==> config.mk <==
export PLATFORM = sky130hd
export DESIGN_NAME = reg_bank_param
export DESIGN_NICKNAME = d
export VERILOG_FILES = /design/src/rtl/regbank_pkg.sv /design/src/rtl/regbank_read_port.sv /design/src/rtl/reg_bank_param.sv
export SDC_FILE = /design/constraint.sdc
export NUM_CORES = 1
export LEC_CHECK = 0
export ABC_AREA = 1
export CAP_MARGIN = 20
export CORE_MARGIN = 2
export CORE_UTILIZATION = 52
export CTS_CLUSTER_DIAMETER = 120
export DETAILED_ROUTE_END_ITERATION = 12
export HOLD_SLACK_MARGIN = 0.02
export PLACE_DENSITY = 0.75
export REMOVE_ABC_BUFFERS = 1
export SETUP_SLACK_MARGIN = 0.1
export SKIP_LAST_GASP = 1
export SLEW_MARGIN = 5
export SYNTH_ARGS = -nofsm -noshare
export SYNTH_HDL_FRONTEND = slang
export SYNTH_HIERARCHICAL = 1
export SYNTH_SLANG_ARGS = --single-unit
==> constraint.sdc <==
create_clock -name clk -period 2.7 [get_ports clk]
set_input_delay 0.81 -clock clk [delete_from_list [all_inputs] [get_ports clk]]
set_output_delay 0.81 -clock clk [all_outputs]
set_load 0.05 [all_outputs]
==> src/rtl/regbank_pkg.sv <==
// Shared types and default sizing for the register bank.
package regbank_pkg;

   typedef enum logic {
      ST_IDLE  = 1'b0,
      ST_CLEAR = 1'b1
   } state_t;

   localparam int DEF_DATA_W = 32;
   localparam int DEF_ADDR_W = 2;

endpackage

==> src/rtl/regbank_read_port.sv <==
// One registered read port: entry select, optional write-through, zero forcing.
// Write-through of a same-edge write is enabled by defining REGFILE_BYPASS_EN.
module regbank_read_port
   import regbank_pkg::*;
#(
   parameter int DATA_W  = DEF_DATA_W,
   parameter int ADDR_W  = DEF_ADDR_W,
   parameter int ZERO_R0 = 0
) (
   input  logic                                  clk,
   input  logic                                  rst,
   input  logic [(1<<ADDR_W)-1:0][DATA_W-1:0]    entries,
   input  logic [ADDR_W-1:0]                     addr,
   input  logic                                  clear,
   input  logic                                  we,
   input  logic [ADDR_W-1:0]                     wr_addr,
   input  logic [DATA_W-1:0]                     wr_data,
   output logic [DATA_W-1:0]                     rdata
);

   logic [DATA_W-1:0] rd_d;

`ifndef REGFILE_BYPASS_EN
   // Write-side inputs only matter when forwarding is built in.
   logic unused_byp;
   assign unused_byp = ^{we, wr_addr, wr_data};
`endif

   always_comb begin
      rd_d = entries[addr];
`ifdef REGFILE_BYPASS_EN
      // we is already gated to ST_IDLE and excludes a suppressed entry 0.
      if (we && (wr_addr == addr))
         rd_d = wr_data;
`endif
      if (clear || ((ZERO_R0 != 0) && (addr == '0)))
         rd_d = '0;
   end

   always_ff @(posedge clk or posedge rst) begin
      if (rst) rdata <= '0;
      else     rdata <= rd_d;
   end

endmodule

==> src/rtl/reg_bank_param.sv <==
// Register bank, 2**ADDR_W x DATA_W, one write / two registered reads, with a
// clear sweep after reset or init_req. Optional macro: REGFILE_BYPASS_EN.
module reg_bank_param
   import regbank_pkg::*;
#(
   parameter int DATA_W  = DEF_DATA_W,
   parameter int ADDR_W  = DEF_ADDR_W,
   parameter int ZERO_R0 = 0
) (
   input  logic              clk,
   input  logic              rst,
   input  logic              write,
   input  logic [ADDR_W-1:0] dr,
   input  logic [DATA_W-1:0] write_data,
   input  logic [ADDR_W-1:0] sr1,
   input  logic [ADDR_W-1:0] sr2,
   input  logic              init_req,
   output logic [DATA_W-1:0] read_data_1,
   output logic [DATA_W-1:0] read_data_2,
   output logic              busy
);

   localparam int                DEPTH = 1 << ADDR_W;
   localparam logic [ADDR_W-1:0] LAST  = ADDR_W'(DEPTH - 1);

   state_t                       state_q, state_d;
   logic [ADDR_W-1:0]            cnt_q, cnt_d;
   logic [DEPTH-1:0][DATA_W-1:0] mem;
   logic                         we;

   assign busy = (state_q == ST_CLEAR);
   assign we   = (state_q == ST_IDLE) && write && !((ZERO_R0 != 0) && (dr == '0));

   always_ff @(posedge clk or posedge rst) begin
      if (rst) begin
         state_q <= ST_CLEAR;
         cnt_q   <= '0;
      end else begin
         state_q <= state_d;
         cnt_q   <= cnt_d;
      end
   end

   always_comb begin
      state_d = state_q;
      cnt_d   = cnt_q;
      case (state_q)
         ST_CLEAR: begin
            // Terminal count checked before the counter wraps.
            if (cnt_q == LAST) begin
               state_d = ST_IDLE;
               cnt_d   = '0;
            end else begin
               cnt_d = cnt_q + 1'b1;
            end
         end
         default: begin
            if (init_req) begin
               state_d = ST_CLEAR;
               cnt_d   = '0;
            end
         end
      endcase
   end

   // Storage has no reset; the sweep is what initialises it.
   always_ff @(posedge clk) begin
      if (state_q == ST_CLEAR) mem[cnt_q] <= '0;
      else if (we)             mem[dr]    <= write_data;
   end

   logic [1:0][ADDR_W-1:0] rd_addr;
   logic [1:0][DATA_W-1:0] rd_data;

   assign rd_addr     = {sr2, sr1};
   assign read_data_1 = rd_data[0];
   assign read_data_2 = rd_data[1];

   for (genvar p = 0; p < 2; p++) begin : g_rd
      regbank_read_port #(
         .DATA_W  (DATA_W),
         .ADDR_W  (ADDR_W),
         .ZERO_R0 (ZERO_R0)
      ) u_port (
         .clk     (clk),
         .rst     (rst),
         .entries (mem),
         .addr    (rd_addr[p]),
         .clear   (busy),
         .we      (we),
         .wr_addr (dr),
         .wr_data (write_data),
         .rdata   (rd_data[p])
      );
   end

endmodule

==> run_results.csv <==
group,metric,value,unit
pwr,p_per_area,1001,mW/mm^2
critical_path,worst_ep_required_time,1.89,ns
logic_synthesis,syn_area,0.01161,mm^2
final_layout,final_layout_size_suffix_gt1_share,16.48,%
critical_path,rr_startpoint,"busy$_DFF_PP1_",
pwr,p_total,13.35,mW
placed_design,gp_congestion,0.7965,
die,start_util,53.03,%
logic_synthesis,ys_warn_count,6,
critical_path,critPathBufInv,1,
clocking,cts-root-buf,"clkbuf_16",
global_routing,grt_pass1_vias,9251,
critical_path,arrival,1.66,ns
sta,max_freq,0.4045,GHz
die,io_pins,107,
critical_path,cpMaxStageDelayCell,"clkdlybuf4s50_1",
route,viasPerCell,5.080,
clocking,cts_setup_buffers,0,
sta,worst_pin_slew,0.9543,ns
global_routing,grt_use_total,25.67,%
route,drt_iter0_markers,970,
route,drcViolationCount,0,
sta,hold_violations,0,
final_layout,nFillCells,1931,
global_routing,gr-total-overflow,0,
clocking,cts_sinks,195,
final_layout,seqCellArea,0.005525,mm^2
sta,hold_slack,0.5771,ns
route,via_count,9342,
critical_path,cp-end-kind,"output port",
pwr,p_leak,6.553,nW
sta,final_max_slew_viol_count,0,
critical_path,cp-startpoint,"g_rd[1].u_port/rdata[29]$_DFF_PP0_",
final_layout,syn2layout_area_growth,14.82,%
sta,grt_setup_unrepaired,"false",
critical_path,critical-path-top-delay-family,"buffers and inverters",
die,fp-row-count,54,
clocking,clk_pin_slew,0.07,ns
clocking,cts.htree.levels,4,
min_path,worstHoldStart,"cnt_q[1]$_DFFE_PP0P_",
die,core,0.02189,mm^2
run,cap_violations,0,
clocking,cts_buffers,17,
pwr,ir_drop,0.8118,mV
clocking,cts_tree,"done",
critical_path,start_kind,"register",
global_routing,grt_start_max_net_pins,65,
logic_synthesis,netlist_instances,1463,
placed_design,dp_slack,0.3575,ns
final_layout,antenna_cells,0,
placed_design,hpwl,18150,um
clocking,cts_resized,0,
clocking,ctsHoldBuffers,0,
sta,final.setup_skew,0.008345,ns
sta,period_share,91.57,%
critical_path,worstSetupPathType,"register to output port",
critical_path,slowest_delay,0.83,ns
placed_design,io_buffers,106,
final_layout,post-route-util,60.89,%
sta,period_needed,2.472,ns
critical_path,cp_max_fo,1,
sta,slew_headroom,36.23,%
route,antenna_left,0,
critical_path,path_cells,"clkdlybuf4s50_1",
logic_synthesis,synth_area_per_cell,7.935,um^2
clocking,clk_latency,0.43,ns
sta,setup_slack,0.2277,ns
route,wl_per_cell,15.94,um
die,die_h,153.4,um
min_path,min_path_type,"register to register",
global_routing,grt_pass1_wl,47600,um
outcome,status,"complete, no violations",
final_layout,num-nets-final,1593,
route,routed_wl,29310,um
route,firstDrtPassIters,5,
die,die_area,0.02354,mm^2
global_routing,antenna_found_initial,0,
die,die_w,153.4,um
final_layout,multi_input_area,0.004347,mm^2
sta,setup_viol,0,
clocking,max-clock-path-buffers,2,
[per-layer routing]
| metal | global-route usage [%] | vias to the layer above | share of wire (%) |
|---|---|---|---|
| met5 | 0 | - | 0 |
| met4 | 8.475 | 0 | 2.1 |
| met3 | 4.480 | 45 | 8.2 |
| met2 | 42.60 | 398 | 47 |
| met1 | 34.37 | 4368 | 42 |
| li1 | - | 4531 | - |
[worst paths after layout]
check                                                endpoint  slack [ns]  cells after the start
max in group asynchronous  g_rd[1].u_port/rdata[10]$_DFF_PP0_        1.58                      3
setup / recovery                              read_data_2[29]        0.23                      1
hold / removal                           cnt_q[1]$_DFFE_PP0P_        0.58                      2
min in group asynchronous                cnt_q[1]$_DFFE_PP0P_        0.64                      2
setup reg to reg                            mem[81]$_DFFE_PP_        0.64                      4
hold reg to reg                          cnt_q[1]$_DFFE_PP0P_        0.58                      2
[cell usage in the layout (no fill, tap or decap), types with 11 or more instances in the layout]
master	instances
a21oi_2	56
buf_12	11
buf_4	22
clkbuf_16	17
clkdlybuf4s50_1	103
dfrtp_1	66
edfxtp_1	128
inv_1	294
nand2_1	613
nand2_2	40
nand3_1	72
nand3_2	56
nor2_2	26
[power by group]
part | internal [mW] | total [mW] | leakage, nW | switching, mW
Combinational | 1.72 | 5.44 | 3.98 | 3.73
Sequential | 4.71 | 5.49 | 2.32 | 0.780
Clock | 1.26 | 2.41 | 0.255 | 1.14
Total | 7.69 | 13.3 | 6.55 | 5.65
[flip-flops by register name (all words and copies together) (netlist names)]
| register | count |
|---|---|
| busy | 1 |
| cnt_q | 2 |
| g_rd.u_port/rdata | 64 |
| mem | 128 |
[metrics by stage]
step / area [um^2] / TNS, ns / std cells
floorplan: 11000 / -232.69 / 1389
global placement: 12790 / 0 / 1807
detailed placement: 12790 / 0 / 1807
CTS: 13330 / 0 / 1839
global route: 13330 / 0 / 1839
finish: 13330 / 0 / 1839
[cell type report]
type	instances	share of cell area [%]
Tap cell	280	2.628
Timing Repair Buffer	138	10.70
Clock buffer	18	3.220
Sequential cell	195	41.45
Clock inverter	14	0.8448
Inverter	302	8.542
Multi-Input combinational cell	892	32.61
Power figures use the tool's default switching activity.
